===== src/rtl/pico_pkg.sv =====
// Shared definitions for the pico core host side: data width, host FSM states
// and a small elaboration-time helper.
package pico_pkg;

  localparam int pico_N = 8;

  typedef enum logic [1:0] {
    ST_IDLE = 2'd0,
    ST_INT  = 2'd1,
    ST_HOLD = 2'd2,
    ST_DONE = 2'd3
  } host_state_e;

  function automatic int max2(input int a, input int b);
    return (a > b) ? a : b;
  endfunction

endpackage


===== src/rtl/byte_fifo.sv =====
// Synchronous byte FIFO with first-word-through head output; DEPTH must be a
// power of two so the pointers wrap on their own.
module byte_fifo #(
  parameter int N     = 8,
  parameter int DEPTH = 4
) (
  input  logic                     clk_i,
  input  logic                     n_rst_i,
  input  logic                     push_i,
  input  logic                     pop_i,
  input  logic [N-1:0]             data_i,
  output logic [N-1:0]             data_o,
  output logic                     full_o,
  output logic                     empty_o,
  output logic [$clog2(DEPTH):0]   level_o
);

  localparam int AW = $clog2(DEPTH);

  logic [N-1:0]  r_mem [DEPTH];
  logic [AW-1:0] r_wrPtr;
  logic [AW-1:0] r_rdPtr;
  logic [AW:0]   r_level;
  logic          w_push;
  logic          w_pop;

  assign full_o  = (r_level == (AW+1)'(DEPTH));
  assign empty_o = (r_level == '0);
  assign level_o = r_level;
  assign data_o  = r_mem[r_rdPtr];

  // Guard both sides so a misbehaving caller can never corrupt the occupancy
  assign w_push = push_i & ~full_o;
  assign w_pop  = pop_i & ~empty_o;

  always_ff @(posedge clk_i) begin
    if (w_push) begin
      r_mem[r_wrPtr] <= data_i;
    end
  end

  always_ff @(posedge clk_i or negedge n_rst_i) begin
    if (!n_rst_i) begin
      r_wrPtr <= '0;
      r_rdPtr <= '0;
      r_level <= '0;
    end else begin
      if (w_push) begin
        r_wrPtr <= r_wrPtr + AW'(1);
      end
      if (w_pop) begin
        r_rdPtr <= r_rdPtr + AW'(1);
      end
      case ({w_push, w_pop})
        2'b10:   r_level <= r_level + (AW+1)'(1);
        2'b01:   r_level <= r_level - (AW+1)'(1);
        default: r_level <= r_level;
      endcase
    end
  end

endmodule


===== src/rtl/core_host.sv =====
// Host-side driver for the pico core: queues upstream bytes, hands each to the
// core with an interrupt pulse, and latches the core's result when it halts.
module core_host
  import pico_pkg::*;
#(
  parameter int N        = pico_N,
  parameter int DEPTH    = 4,
  parameter int INT_HIGH = 2,
  parameter int HOLD     = 8
) (
  input  logic                   clk_i,
  input  logic                   n_rst_i,
  input  logic [N-1:0]           s_data_i,
  input  logic                   s_valid_i,
  output logic                   s_ready_o,
  output logic [N-1:0]           ext_data_o,
  output logic                   ext_int_o,
  input  logic                   halt_i,
  input  logic [N-1:0]           result_i,
  output logic [N-1:0]           result_o,
  output logic                   done_o,
  output logic                   busy_o,
  output logic [$clog2(DEPTH):0] level_o
);

  localparam int CW = $clog2(max2(INT_HIGH, HOLD)) + 1;

  host_state_e   r_state;
  logic [CW-1:0] r_cnt;
  logic [N-1:0]  r_extData;
  logic          r_extInt;
  logic [N-1:0]  r_result;
  logic          r_done;

  logic          w_push;
  logic          w_pop;
  logic          w_full;
  logic          w_empty;
  logic [N-1:0]  w_fifoData;

  assign s_ready_o = ~w_full & ~r_done;
  assign w_push    = s_valid_i & s_ready_o;
  // A halt in the same cycle as a pending byte wins: the byte stays queued
  assign w_pop     = (r_state == ST_IDLE) & ~w_empty & ~halt_i;

  byte_fifo #(
    .N     (N),
    .DEPTH (DEPTH)
  ) u_fifo (
    .clk_i   (clk_i),
    .n_rst_i (n_rst_i),
    .push_i  (w_push),
    .pop_i   (w_pop),
    .data_i  (s_data_i),
    .data_o  (w_fifoData),
    .full_o  (w_full),
    .empty_o (w_empty),
    .level_o (level_o)
  );

  always_ff @(posedge clk_i or negedge n_rst_i) begin
    if (!n_rst_i) begin
      r_state   <= ST_IDLE;
      r_cnt     <= '0;
      r_extData <= '0;
      r_extInt  <= 1'b0;
      r_result  <= '0;
      r_done    <= 1'b0;
    end else if (halt_i && (r_state != ST_DONE)) begin
      r_state  <= ST_DONE;
      r_result <= result_i;
      r_done   <= 1'b1;
      r_extInt <= 1'b0;
    end else begin
      case (r_state)
        ST_IDLE: begin
          if (!w_empty) begin
            r_extData <= w_fifoData;
            r_extInt  <= 1'b1;
            r_cnt     <= CW'(INT_HIGH - 1);
            r_state   <= ST_INT;
          end
        end
        ST_INT: begin
          if (r_cnt == '0) begin
            r_extInt <= 1'b0;
            r_cnt    <= CW'(HOLD - 1);
            r_state  <= ST_HOLD;
          end else begin
            r_cnt <= r_cnt - CW'(1);
          end
        end
        ST_HOLD: begin
          if (r_cnt == '0) begin
            r_state <= ST_IDLE;
          end else begin
            r_cnt <= r_cnt - CW'(1);
          end
        end
        default: begin
          r_state <= ST_DONE;
        end
      endcase
    end
  end

  assign ext_data_o = r_extData;
  assign ext_int_o  = r_extInt;
  assign result_o   = r_result;
  assign done_o     = r_done;
  assign busy_o     = (r_state == ST_INT) || (r_state == ST_HOLD);

endmodule


===== config.mk =====
export PLATFORM = sky130hd
export DESIGN_NAME = core_host
export DESIGN_NICKNAME = d
export VERILOG_FILES = /design/src/rtl/pico_pkg.sv /design/src/rtl/byte_fifo.sv /design/src/rtl/core_host.sv
export SDC_FILE = /design/constraint.sdc
export NUM_CORES = 1
export LEC_CHECK = 0
export ABC_AREA = 1
export BUFFER_PORTS_ARGS = -buffer_cell sky130_fd_sc_hd__clkbuf_2
export CAP_MARGIN = 20
export CORE_AREA = 2 2 80 74
export DETAILED_ROUTE_END_ITERATION = 8
export DIE_AREA = 0 0 82 76
export GPL_ROUTABILITY_DRIVEN = 0
export PLACE_DENSITY_LB_ADDON = 0.05
export SYNTH_ARGS = -nofsm -noshare
export SYNTH_HDL_FRONTEND = slang
export SYNTH_HIERARCHICAL = 1
export SYNTH_SLANG_ARGS = --single-unit

===== constraint.sdc =====
create_clock -name clk_i -period 2.62 [get_ports clk_i]
set_input_delay 0.524 -clock clk_i [delete_from_list [all_inputs] [get_ports clk_i]]
set_output_delay 0.524 -clock clk_i [all_outputs]
set_load 0.05 [all_outputs]

Word level (Yosys, flattened, before mapping)
Memory sizes are Yosys's and may differ from the RTL's. A register that Yosys moved wholly into a read port is not among the register bits.
Cells that the tools add are included.
{"block": "op_classes", "n_div": 0, "n_lt_le_gt_ge": 0, "mul": 0, "n_reduce_logical": 13, "shift": 0, "n_eq_ne": 11, "mux": 16, "addsub": 5, "n_bitwise": 11}
{"op": "$mux 4", "n": 3}
{"op": "$pmux 4 s3", "n": 1}
{"op": "$ne 3x3->1 const B", "n": 3}
{"op": "$reduce_and 3->1", "n": 3}
{"op": "$mux 2", "n": 4}
{"op": "$and 1x1->1", "n": 6}
{"op": "$ne 2x2->1 const B", "n": 3}
{"op": "$pmux 2 s3", "n": 1}
{"op": "$pmux 3 s2", "n": 1}
{"op": "$reduce_bool 3->1", "n": 2}
{"op": "$mux 1", "n": 5}
{"op": "$not 1->1", "n": 5}
{"op": "$add 2x1->2 const B", "n": 2}
{"op": "$eq 2x1->1 const B", "n": 2}
{"op": "$eq 2x2->1 const B", "n": 2}
{"op": "$logic_not 4->1", "n": 1}
{"op": "$reduce_and 4->1", "n": 1}
{"op": "$sub 4x1->4 const B", "n": 1}
{"op": "$add 3x1->3 const B", "n": 1}
{"op": "$eq 3x3->1 const B", "n": 1}
{"op": "$logic_not 3->1", "n": 1}
{"op": "$sub 3x1->3 const B", "n": 1}
{"op": "$logic_not 2->1", "n": 1}
{"op": "$pmux 1 s2", "n": 1}
{"op": "4 further kinds", "n": 4}
{"block": "totals", "mem_bits_ro": 0, "wordCells": 65, "latch_bits": 0, "register_bits": 23, "output_inout_bits": 23, "mem_count": 1, "mem_bits_rw": 32}
{"memory": "u_fifo.r_mem", "words": 4, "width": 8, "rd": 1, "rd_clocked_by_memory_dff": 1, "wr": 1, "line": "byte_fifo.sv:20", "source": "logic [N-1:0] r_mem [DEPTH];"}

Longest topological paths before layout
Gate-level depths: netlist of the first run.
{"block": "logic_depth", "word_depth": 7, "mapped_depth": 14}

By module
Netlist of the first run, hierarchy kept.
{"module": "byte_fifo", "n_inst": 1, "area_per_inst_um2": 1751.7, "seq_area_each_um2": 1136.1, "cells_per_inst": 154}
{"module": "core_host", "n_inst": 1, "area_per_inst_um2": 1188.6, "seq_area_each_um2": 600.6, "cells_per_inst": 148}

Least setup slack after synthesis of the first run
Ideal clock, no wire load.
{"block": "synth_timing", "path_kind": "register to register", "startpoint": "reg u_fifo.r_level[0], in the netlist u_fifo/level_o[0]", "endpoint": "reg u_fifo.r_level[1], in the netlist u_fifo/level_o[1]", "arrival_ps": 2392, "path_slack_ps": 146, "path_buffers": 0, "stages_incl_launch_ff": 10, "cell_sequence": "dfrtp_1 -> inv_1 -> nand3_2 -> inv_1 -> nor3b_1 -> nand2_4 -> ha_1 -> inv_1 -> fa_1 -> o21ai_0"}
{"block": "synth_between", "elab_chain_cells": 7, "word_cells_on_any_way": 16, "cone_classes": "2 x add/sub; 3 x eq/ne; 1 x mux; 8 x bitwise; 2 x reduce/logical"}
{"element": "from (decl)", "line": "byte_fifo.sv:23", "source": "logic [AW:0] r_level;"}
{"element": "from (signal assigned)", "line": "byte_fifo.sv:55", "source": "2'b10: r_level <= r_level + (AW+1)'(1);"}
{"element": "from (signal assigned)", "line": "byte_fifo.sv:56", "source": "2'b01: r_level <= r_level - (AW+1)'(1);"}
{"element": "from (signal assigned)", "line": "byte_fifo.sv:57", "source": "default: r_level <= r_level;"}
{"element": "$eq 3x3->1 (*)", "line": "byte_fifo.sv:27", "source": "assign full_o = (r_level == (AW+1)'(DEPTH));"}
{"element": "net w_full", "line": "core_host.sv:37", "source": "logic w_full;"}
{"element": "$not 1->1 (*)", "line": "core_host.sv:41", "source": "assign s_ready_o = ~w_full & ~r_done;"}
{"element": "$and 1x1->1 (*)", "line": "core_host.sv:41"}
{"element": "$and 1x1->1 (*)", "line": "core_host.sv:42", "source": "assign w_push = s_valid_i & s_ready_o;"}
{"element": "net w_push", "line": "core_host.sv:35", "source": "logic w_push;"}
{"element": "$and 1x1->1 (*)", "line": "byte_fifo.sv:33", "source": "assign w_push = push_i & ~full_o;"}
{"element": "$eq 2x1->1 or $eq 2x2->1 (tied branches)", "line": "byte_fifo.sv:54", "source": "case ({w_push, w_pop})"}
{"element": "$pmux 3 s2 or $reduce_bool 2->1 (tied branches)"}
The timed path passes the listed nets; every way through them passes the cells marked *.
A chain may end at the register's enable or synchronous reset.

Worst setup path in the final report of the first run
{"block": "layout_timing", "startpoint": "reg r_state[0]", "endpoint": "reg u_fifo.r_level[2], in the netlist u_fifo/level_o[2]"}
{"block": "layout_between", "elab_chain_cells": 6, "word_cells_on_any_way": 8, "cone_classes": "2 x eq/ne; 1 x mux; 3 x bitwise; 2 x reduce/logical"}
{"element": "from (decl)", "line": "core_host.sv:28", "source": "host_state_e r_state;"}
{"element": "from (signal assigned)", "line": "core_host.sv:63", "source": "r_state <= ST_IDLE;"}
{"element": "from (signal assigned)", "line": "core_host.sv:70", "source": "r_state <= ST_DONE;"}
{"element": "from (signal assigned)", "line": "core_host.sv:81", "source": "r_state <= ST_INT;"}
{"element": "$logic_not 2->1 (*)", "line": "core_host.sv:44", "source": "assign w_pop = (r_state == ST_IDLE) & ~w_empty & ~halt_i;"}
{"element": "$and 1x1->1 (*) (2 in series)", "line": "core_host.sv:44"}
{"element": "net w_pop", "line": "core_host.sv:36", "source": "logic w_pop;"}
{"element": "$and 1x1->1 (*)", "line": "byte_fifo.sv:34", "source": "assign w_pop = pop_i & ~empty_o;"}
{"element": "net u_fifo.w_pop", "line": "byte_fifo.sv:25", "source": "logic w_pop;"}
{"element": "$eq 2x1->1 or $eq 2x2->1 (tied branches)", "line": "byte_fifo.sv:54"}
{"element": "$pmux 3 s2 or $reduce_bool 2->1 (tied branches)"}
Marks and branches as above.

==> key figures, run 1 <==
Yosys
  • Mux contribution to synthesized area: 0
  • Mapped Cells: 302
  • Top_reg_cell synth: edfxtp_1
  • Share of the synthesized area in the top cell type: 0.327
  • Post-synth EDFFs: 32
  • Synth Area in XOR/XNOR: 0.00596
  • Post-synth ARST share: 0.492
  • Synth Area in Compound Gates: 0.0528
  • Syn Nets: 334
  • Yosys Warn Count: 6
  • Simple-gate share of the synthesized area: 0.219
  • Largest family of logic cells by synthesized area: simple AND/OR/NAND/NOR gates
  • Mapped Area: 2940 um2
  • Yosys top cell by area: edfxtp_1
  • Register area share after synthesis: 0.591
  • Netlist cell types: 27
  • Post-Syn Area per Cell: 9.74 um2
  • Ranking of synthesized cells by area: edfxtp_1, dfrtp_1, nand2_1
  • Yosys reg bits: 63
  • Most frequent cells after synthesis: nand2_1, inv_1, edfxtp_1
  • Count leader, synth: nand2_1
  • Adder-cell share of the synthesized area: 0.0536

Global routing
  • First-pass GRT wire length: 8980 um
  • Initial antenna violation count: 0
  • Gr ovfl total: 0
  • GRT Util Overall: 0.193
  • Largest net degree at the start of global routing: 34
  • Vias in the first global route: 1982

Placement
  • Port bufs: 42
  • Hpwl dp: 3610 um

Timing
  • Peak Freq: 423 MHz
  • Worst slew margin: 0.475
  • RSZ-0062 raised after global routing: no
  • Setup Skew: 0.00558 ns
  • Final setup fails: 0
  • Crit path time final: 2.36 ns
  • Worst-Margin Slew: 0.787 ns
  • Final period util: 0.902
  • Count of final max-slew check failures: 0
  • Hold Violations, Final: 0
  • Fin Hold WS: 0.255 ns
  • Setup TNS: 0 ns

Setup path
  • CP Max Fanout: 7
  • Flop2flop setup slack: 0.26 ns
  • WP data arrival: 2.59 ns
  • Reg2reg path depth: 13
  • CP peak stage delay: 0.44 ns
  • Critical path type: reg2reg
  • Crit end category: flip-flop
  • Worst Path Required: 2.85 ns
  • CP max stage cell: dfrtp_1
  • Crit start category: flip-flop
  • Critical-path cell list: inv_1 -> ha_1 -> inv_1 -> nor3_1 -> nand2_1 -> inv_1 -> ha_1 -> inv_1 -> fa_1 -> nand2_1 -> nand3_1 -> nand2_1 -> nand2_1

Floorplanning
  • Row count: 26
  • Initial cell density of the core: 0.538
  • CORE AREA: 5470 um2
  • Die area: 6230 um2
  • Die width: 82 um
  • IO Count: 43
  • Die Ht: 76 um

Power
  • Cell Int Power: 2.08 mW
  • Clk pwr share: 0.191
  • Switching share of power: 0.475
  • Net Switching: 1.89 mW
  • Worst vdd rail ir drop: 0.592 mV
  • P per Cell Area: 1170 nW/um2
  • Combinational share of power: 0.453
  • Part of the power in registers: 0.356
  • Leakage: 1.69 nW

Run status
  • Outcome: finished, final reports clean

Hold path
  • Worst hold path class: in2async

CTS
  • Clk sink count: 63
  • Clk_lat worst skew: 0.34 ns
  • Longest Clk Path Bufs: 2
  • Worst-path clk slew: 0.08 ns
  • Clk root buf: clkbuf_8
  • Post-CTS Setup Inserts: 0
  • Hold buffer count at CTS: 0
  • CTS tree: yes
  • Num CTS Buffers: 9
  • H-tree depth: 3
  • Post-CTS Resized: 0

Routing
  • First DRT Iteration DRCs: 76
  • Max Used Layer: met4
  • Drt first pass iters: 5
  • M1 WL: 2600 um
  • Vias post-DR: 2016
  • Met2 WL post-DR: 2300 um
  • Drt via density: 4.70
  • WL final: 5200 um
  • DRC viols: 0
  • Antenna Nets Post-Route: 0
  • WL/cell: 12.1 um
  • DR WL met3: 192 um

Layout
  • Fill cells: 489
  • Antenna Cells: 0
  • Layout area overhead: 15.6%
  • # nets final: 386
  • Layout cells sized above 1: 0.212

Flow run
  • Max-Cap Viols: 0
cell type report:
type	instances	area, um2	share of cell area
Timing Repair Buffer	48	255	0.0751
Clock buffer	9	124	0.0364
Tap cell	70	87.6	0.0258
Multi-Input combinational cell	188	975	0.287
Sequential cell	63	1740	0.511
Inverter	44	165	0.0486
Clock inverter	7	56.3	0.0166
cells in the final DEF, fill, tap and decap left out, drive strengths merged, types with 2 or more instances in the layout:
| cell | n |
|---|---|
| edfxtp | 32 |
| clkbuf | 51 |
| nand2 | 106 |
| nor3 | 2 |
| buf | 6 |
| dfrtp | 31 |
| ha | 11 |
| o211ai | 16 |
| inv | 46 |
| nand3 | 23 |
| or2 | 2 |
| nor2 | 16 |
| o21ai | 7 |
| clkinv | 4 |
worst max-delay path, delay by kind of cell, from the launching register on:
| kind | cells | cell delay [ns] |
|---|---|---|
| AND/OR/NAND/NOR | 6 | 0.72 |
| buffers and inverters | 4 | 0.35 |
| adder cells (fa/ha/maj) | 3 | 0.74 |
| flip-flops | 1 | 0.44 |
per-layer routing:
| metal | vias up | track usage |
|---|---|---|
| li1 | 1074 | - |
| met1 | 894 | 0.272 |
| met2 | 37 | 0.283 |
| met3 | 11 | 0.0355 |
| met4 | 0 | 0.100 |
| met5 | - | 0 |
worst paths after layout:
path | startpoint | to
max in group asynchronous | n_rst_i | u_fifo/level_o[1]
min reg2reg | ext_data_o[4] | ext_data_o[4]
min | n_rst_i | ext_data_o[2]
max | r_state[0] | u_fifo/level_o[2]
max reg2reg | r_state[0] | u_fifo/level_o[2]
min in group clk_i | result_i[6] | result_o[6]
cell families (layout without fill, tap and decap cells):
group,count (synthesis),after routing
fa+ha+maj,12,12
flops,63,63
simple gates,151,151
buf+inv,51,108
compound gates,23,23
xor+xnor,2,2
power groups by stage:
stage	combinational (mW)	sequential [mW]	clock [mW]
after floorplan	0.996	1.89	0
after global placement	1.79	1.43	0
after global routing	2.03	1.44	0.819
after CTS	1.81	1.41	0.779
after detailed placement	1.81	1.43	0
final	1.80	1.41	0.760
sequential cells by signal (all words and copies together), names as in the netlist:
signal	cells
ext_int_o	1
u_fifo/level_o	3
r_state	2
r_cnt	4
u_fifo/r_rdPtr	2
result_o	8
u_fifo/r_wrPtr	2
ext_data_o	8
u_fifo/r_mem	32
done_o	1
per-stage QoR:
| stage | instances | cell area, um2 | worst slack (ns) | total power, mW | util |
|---|---|---|---|---|---|
| after floorplan | 302 | 2940 | 0.146 | 2.89 | - |
| after global placement | 413 | 3220 | 0.365 | 3.21 | 0.589 |
| after detailed placement | 413 | 3220 | 0.275 | 3.24 | 0.589 |
| after CTS | 429 | 3400 | 0.265 | 4.00 | 0.622 |
| after global routing | 429 | 3400 | 0.0755 | 4.29 | 0.622 |
| final | 429 | 3400 | 0.256 | 3.97 | 0.622 |
(Power assumes the default switching activity.)
==> run 2: changes to the inputs <==
--- a/config.mk
+++ b/config.mk
@@ -13,6 +13,7 @@
 export DIE_AREA = 0 0 82 76
 export GPL_ROUTABILITY_DRIVEN = 0
 export PLACE_DENSITY_LB_ADDON = 0.05
+export RECOVER_POWER = 100
 export SYNTH_ARGS = -nofsm -noshare
 export SYNTH_HDL_FRONTEND = slang
 export SYNTH_HIERARCHICAL = 1
==> run 2 against run 1 <==
- the flow now finishes with violations (capacitance limit, slew limit)
- die area unchanged
- sequential power about the same
- power decreased by 1.6%
- count of clock-buffer cells in the layout unchanged
- cell count unchanged
- non-clock buffer count unchanged
- first-iteration DRC count increased by 2.6%
- via count increased by 0.60%
- worst hold slack improved by 0.12 ns
- fmax increased by 0.21%
- cell area decreased by 2.0%
- critical path type unchanged
==> key figures, run 2 (same netlist as run 1, synthesis figures left out) <==
Setup path
  • Crit path depth: 13 (unchanged)
  • Crit path from: r_state[0]
  • Crit path to: u_fifo/level_o[2]
  • FF-to-FF Start: r_state[0]
  • Buf+Inv Stages, Crit Path: 4 (unchanged)
  • WP data arrival: 2.59 ns (about the same)
  • Critical path type: reg2reg
  • CP Max Fanout: 7 (unchanged)
  • Flop2flop setup slack: 0.26 ns (about the same)
  • CP peak stage delay: 0.44 ns (about the same)
  • CP max stage cell: dfrtp_1
  • Critical-path cell list: inv_1 -> ha_1 -> inv_1 -> nor3_1 -> nand2_1 -> inv_1 -> ha_1 -> inv_1 -> fa_1 -> nand2_1 -> nand3_1 -> nand2_1 -> nand2_1
  • Crit start category: flip-flop
  • Worst Path Required: 2.85 ns (about the same)
  • Reg2reg path depth: 13 (unchanged)
  • R2R Path End: u_fifo/level_o[2]
  • Crit end category: flip-flop
  • Cell family with most CP delay: adder cells

CTS
  • CTS tree: yes
  • Worst-path clk slew: 0.07 ns (about the same)
  • Clk root buf: clkbuf_8
  • H-tree depth: 3 (unchanged)
  • Longest Clk Path Bufs: 2 (unchanged)
  • Post-CTS Setup Inserts: 0 (unchanged)
  • Hold buffer count at CTS: 0 (unchanged)
  • Num CTS Buffers: 9 (unchanged)
  • Clk_lat worst skew: 0.34 ns (about the same)
  • Clk sink count: 63 (unchanged)
  • Post-CTS Resized: 0 (unchanged)

Placement
  • Pre-CTS setup slack: 0.275 ns (unchanged)
  • Dpl cell area: 3220 um2 (unchanged)
  • Hpwl dp: 3610 um (unchanged)
  • Port bufs: 42 (unchanged)

Global routing
  • Gr ovfl total: 0 (unchanged)
  • First-pass GRT wire length: 8980 um (unchanged)
  • Largest net degree at the start of global routing: 34 (unchanged)
  • Vias in the first global route: 1982 (unchanged)
  • Initial antenna violation count: 0 (unchanged)
  • GRT Util Overall: 0.193 (unchanged)

Timing
  • Worst slew margin: -0.169 (-0.644)
  • Hold Violations, Final: 0 (unchanged)
  • Crit path time final: 2.36 ns (-0.00496 ns)
  • Worst-Margin Slew: 1.75 ns (+0.967 ns)
  • Count of final max-slew check failures: 32 (+32)
  • RSZ-0062 raised after global routing: no
  • Final period util: 0.900 (-0.00189)
  • Peak Freq: 424 MHz (+0.21%)
  • Setup TNS: 0 ns (unchanged)
  • Setup Skew: 0.00627 ns (+0.000688 ns)
  • Final setup fails: 0 (unchanged)
  • Setup ws final: 0.261 ns (+0.00496 ns)

Layout
  • Most common library cell in the layout ignoring fill and taps: nand2_1
  • Antenna Cells: 0 (unchanged)
  • Reg with most FFs: u_fifo/r_mem
  • # nets final: 386 (unchanged)
  • Layout cells sized above 1: 0.0947 (-0.117)
  • Final Cell Area: 3330 um2 (-2.0%)
  • Largest register FFs: 32 (unchanged)
  • Most frequent cells in the layout: nand2_1, inv_1, clkbuf_1
  • Post-layout util: 0.610 (-0.0124)
  • Layout area overhead: 13.3%

Floorplanning
  • CORE AREA: 5470 um2 (unchanged)
  • Initial cell density of the core: 0.538 (unchanged)
  • Die Ht: 76 um (unchanged)
  • Die area: 6230 um2 (unchanged)
  • IO Count: 43 (unchanged)
  • Row count: 26 (unchanged)
  • Die width: 82 um (unchanged)

Power
  • Clk pwr share: 0.195 (+0.004)
  • Total power: 3.91 mW (-1.6%)
  • Part of the power in registers: 0.361 (+0.005)
  • Worst vdd rail ir drop: 0.587 mV (-0.85%)
  • P per Cell Area: 1170 nW/um2 (+0.38%)
  • Switching share of power: 0.481 (+0.00598)
  • Net Switching: 1.88 mW (-0.38%)
  • Combinational share of power: 0.443 (-0.010)
  • Leakage: 1.57 nW (-7.3%)
  • Cell Int Power: 2.03 mW (-2.7%)

Flow run
  • Max-Cap Viols: 1 (+1)

Routing
  • DRC viols: 0 (unchanged)
  • WL/cell: 12.2 um (+0.88%)
  • WL final: 5250 um (+0.88%)
  • Drt via density: 4.73 (+0.60%)
  • Antenna Nets Post-Route: 0 (unchanged)
  • Vias post-DR: 2028 (+0.60%)
  • Drt first pass iters: 4 (-1)
  • First DRT Iteration DRCs: 78 (+2.6%)

Hold path
  • Worst hold path class: in2reg

Run status
  • Failing checks: capacitance limit, slew limit
  • Outcome: finished, violations left
## run 2: cell types whose count changed in the layout (fill, tap and decap cells not counted), sizes merged
cell | before | now
buf | 6 | 0
clkbuf | 51 | 57
clkinv | 4 | 5
inv | 46 | 45
## run 2: worst min path at each step
stage                     slack (ns)  cells past startpoint           from       endpoint
final                           0.38                      3    result_i[6]    result_o[6]
after global routing            0.38                      3    result_i[5]    result_o[5]
after CTS                       0.28                      1        n_rst_i  ext_data_o[1]
after detailed placement        0.46                      2  ext_data_o[4]  ext_data_o[4]
after global placement          0.45                      2  ext_data_o[7]  ext_data_o[7]
after floorplan                 0.23                      0        n_rst_i         done_o
## run 2: power groups by stage
stage               logic, mW  registers, mW  clock network [mW]
CTS                      1.81           1.41               0.779
global placement         1.79           1.43                   0
detailed placement       1.81           1.43                   0
global route             1.96           1.44               0.819
floorplan               0.996           1.89                   0
finish                   1.73           1.41               0.762
## run 2: routing by layer
layer  up-vias  share of wire  track usage
met3        10          0.034       0.0355
met4         0          0.022        0.100
met1       911           0.51        0.272
li1       1076              -            -
met2        31           0.43        0.283
met5         -              0            0
## run 2: stage by stage
| stage | hold slack, ns | std cells |
|---|---|---|
| floorplan | 0.228 | 302 |
| finish | 0.377 | 429 |
| global route | 0.382 | 429 |
| global placement | 0.452 | 413 |
| CTS | 0.284 | 429 |
| detailed placement | 0.459 | 413 |
## run 2: layout make-up
type                    instances  area, um2
clock buffers                   9        124
clock inverters                 7       56.3
fillers                       510       2130
inverters                      44        165
multi-input cells             188        970
flip-flops and latches         63       1740
well taps                      70       87.6
repair buffers                 48        193
## run 2: tightest hold or removal path: cells and delay by family
kind / cells / cell delay (ns)
simple gates: 2 / 0.08
buf+inv: 1 / 0.07
==> run 3: changes to the inputs <==
--- a/config.mk
+++ b/config.mk
@@ -14,6 +14,7 @@
 export GPL_ROUTABILITY_DRIVEN = 0
 export PLACE_DENSITY_LB_ADDON = 0.05
 export RECOVER_POWER = 100
+export SETUP_SLACK_MARGIN = 0.5
 export SYNTH_ARGS = -nofsm -noshare
 export SYNTH_HDL_FRONTEND = slang
 export SYNTH_HIERARCHICAL = 1
==> run 3 against run 2 <==
- the run still ends with capacitance limit, slew limit left
- power rose by 4.1%
- cell area rose by 2.5%
- wire length rose by 3.0%
- critical endpoint unchanged
==> key figures, run 3 (same netlist as run 1, synthesis figures left out) <==
Run status
  • Outcome: finished, violations left
  • Failing checks: capacitance limit, slew limit

Routing
  • WL/cell: 12.4 um (+1.6%)
  • Vias post-DR: 2079 (+2.5%)
  • First DRT Iteration DRCs: 98 (+26%)
  • Drt via density: 4.78 (+1.1%)
  • Antenna Nets Post-Route: 0 (unchanged)
  • WL final: 5400 um (+3.0%)
  • DRC viols: 0 (unchanged)
  • Drt first pass iters: 4 (unchanged)

Setup path
  • Critical-path cell list: inv_1 -> ha_4 -> inv_4 -> nor3_1 -> nand2_1 -> inv_1 -> ha_2 -> inv_2 -> fa_2 -> inv_2 -> nand2_2 -> nand4_1 -> nand2_1
  • WP data arrival: 2.45 ns (-0.14 ns)
  • Critical path type: reg2reg
  • CP Max Fanout: 3 (-4)
  • Crit end category: flip-flop
  • Worst Path Required: 2.85 ns (about the same)
  • CP peak stage delay: 0.40 ns (-0.04 ns)
  • Crit start category: flip-flop
  • CP max stage cell: dfrtp_2
  • Flop2flop setup slack: 0.40 ns (+0.14 ns)

CTS
  • Clk sink count: 63 (unchanged)
  • Worst-path clk slew: 0.07 ns (about the same)
  • Num CTS Buffers: 9 (unchanged)
  • Clk_lat worst skew: 0.34 ns (about the same)
  • CTS tree: yes
  • Longest Clk Path Bufs: 2 (unchanged)
  • H-tree depth: 3 (unchanged)
  • Clk root buf: clkbuf_8
  • Hold buffer count at CTS: 0 (unchanged)

Layout
  • Fill cells: 491 (-3.7%)
  • Most frequent cells in the layout: nand2_1, clkbuf_1, inv_1
  • Layout cells sized above 1: 0.148 (+0.0532)
  • Antenna Cells: 0 (unchanged)
  • Layout area overhead: 16.1%
  • Most common library cell in the layout ignoring fill and taps: nand2_1
  • Reg with most FFs: u_fifo/r_mem
  • Fin cells: 435 (+1.4%)
  • # nets final: 392 (+1.6%)
  • Largest register FFs: 32 (unchanged)

Global routing
  • Initial antenna violation count: 0 (unchanged)
  • First-pass GRT wire length: 8950 um (-0.30%)
  • Gr ovfl total: 0 (unchanged)
  • Largest net degree at the start of global routing: 34 (unchanged)
  • Met2 Use GR: 0.288 (+0.00488)
  • GRT Util Overall: 0.193 (-0.000210)
  • Met1 global-route usage: 0.266 (-0.00594)
  • Gr busiest metal: met2
  • Vias in the first global route: 1934 (-2.4%)
  • Met3 usage: 0.0379 (+0.00237)

Timing
  • Count of final max-slew check failures: 32 (unchanged)
  • RSZ-0062 raised after global routing: no
  • Setup TNS: 0 ns (unchanged)
  • Setup Skew: 0.00312 ns (-0.00314 ns)
  • Peak Freq: 450 MHz (+6.1%)
  • Worst slew margin: -0.0975 (+0.0719)
  • Worst-Margin Slew: 1.65 ns (-0.108 ns)
  • Crit path time final: 2.22 ns (-0.135 ns)
  • Hold Violations, Final: 0 (unchanged)
  • Final period util: 0.849 (-0.0517)
  • Final setup fails: 0 (unchanged)

Placement
  • Port bufs: 42 (unchanged)
  • Placed cells: 413 (unchanged)
  • Hpwl dp: 3540 um (-1.9%)

Hold path
  • Worst hold path class: in2reg

Floorplanning
  • CORE AREA: 5470 um2 (unchanged)
  • Die Ht: 76 um (unchanged)
  • Die area: 6230 um2 (unchanged)
  • IO Count: 43 (unchanged)
  • Die width: 82 um (unchanged)
  • Initial cell density of the core: 0.538 (unchanged)
  • Row count: 26 (unchanged)

Power
  • P per Cell Area: 1190 nW/um2 (+1.5%)
  • Total power: 4.06 mW (+4.1%)
  • Worst vdd rail ir drop: 0.608 mV (+3.7%)
  • Leakage: 1.58 nW (+0.63%)

Flow run
  • Max-Cap Viols: 1 (unchanged)
run 3: through the flow:
step	worst slack, ns	util	hold WS, ns	instance area (um2)
finish	0.397	0.625	0.380	3410
global route	0.266	0.625	0.388	3410
CTS	0.521	0.633	0.292	3460
detailed placement	0.410	0.592	0.458	3230
global placement	0.493	0.592	0.455	3230
floorplan	0.516	-	0.228	2950
run 3: metal layers:
layer / up-vias / part of all wire
li1: 1090 / -
met1: 943 / 0.50
met2: 39 / 0.45
met3: 7 / 0.040
met4: 0 / 0.014
met5: - / 0
run 3: area by class of cell:
| class | instances | area [um2] | area share |
|---|---|---|---|
| flip-flops and latches | 63 | 1740 | 0.510 |
| multi-input cells | 188 | 995 | 0.291 |
| clock buffers | 10 | 128 | 0.0374 |
| well taps | 70 | 87.6 | 0.0257 |
| inverters | 44 | 168 | 0.0491 |
| clock inverters | 6 | 61.3 | 0.0180 |
| repair buffers | 54 | 234 | 0.0685 |
run 3: final timing paths:
| kind | start | to | cells after the start |
|---|---|---|---|
| hold reg to reg | ext_data_o[2] | ext_data_o[2] | 2 |
| setup reg to reg | r_state[0] | u_fifo/level_o[2] | 13 |
| setup / recovery | r_state[0] | u_fifo/level_o[2] | 13 |
| hold / removal | result_i[7] | result_o[7] | 3 |
| max in group asynchronous | n_rst_i | u_fifo/level_o[0] | 1 |
| min in group asynchronous | n_rst_i | ext_data_o[0] | 1 |
run 3: where the power goes:
| part | leakage (nW) | switching [mW] | internal [mW] |
|---|---|---|---|
| Clock | 0.0859 | 0.378 | 0.434 |
| Combinational | 0.827 | 1.36 | 0.486 |
| Sequential | 0.667 | 0.147 | 1.26 |
| Total | 1.58 | 1.89 | 2.18 |
run 3: timing repair:
action	CTS	global route
cloned	0	0
resized for setup	5	11
buffers inserted	2	4
pin swaps	2	5
setup endpoints to repair	2	2
run 3: worst max-delay path, delay by kind of cell (launching register included):
kind                     cells  cell delay [ns]
flip-flops                   1             0.40
AND/OR/NAND/NOR              5             0.61
adder cells (fa/ha/maj)      3             0.73
buffers and inverters        5             0.37
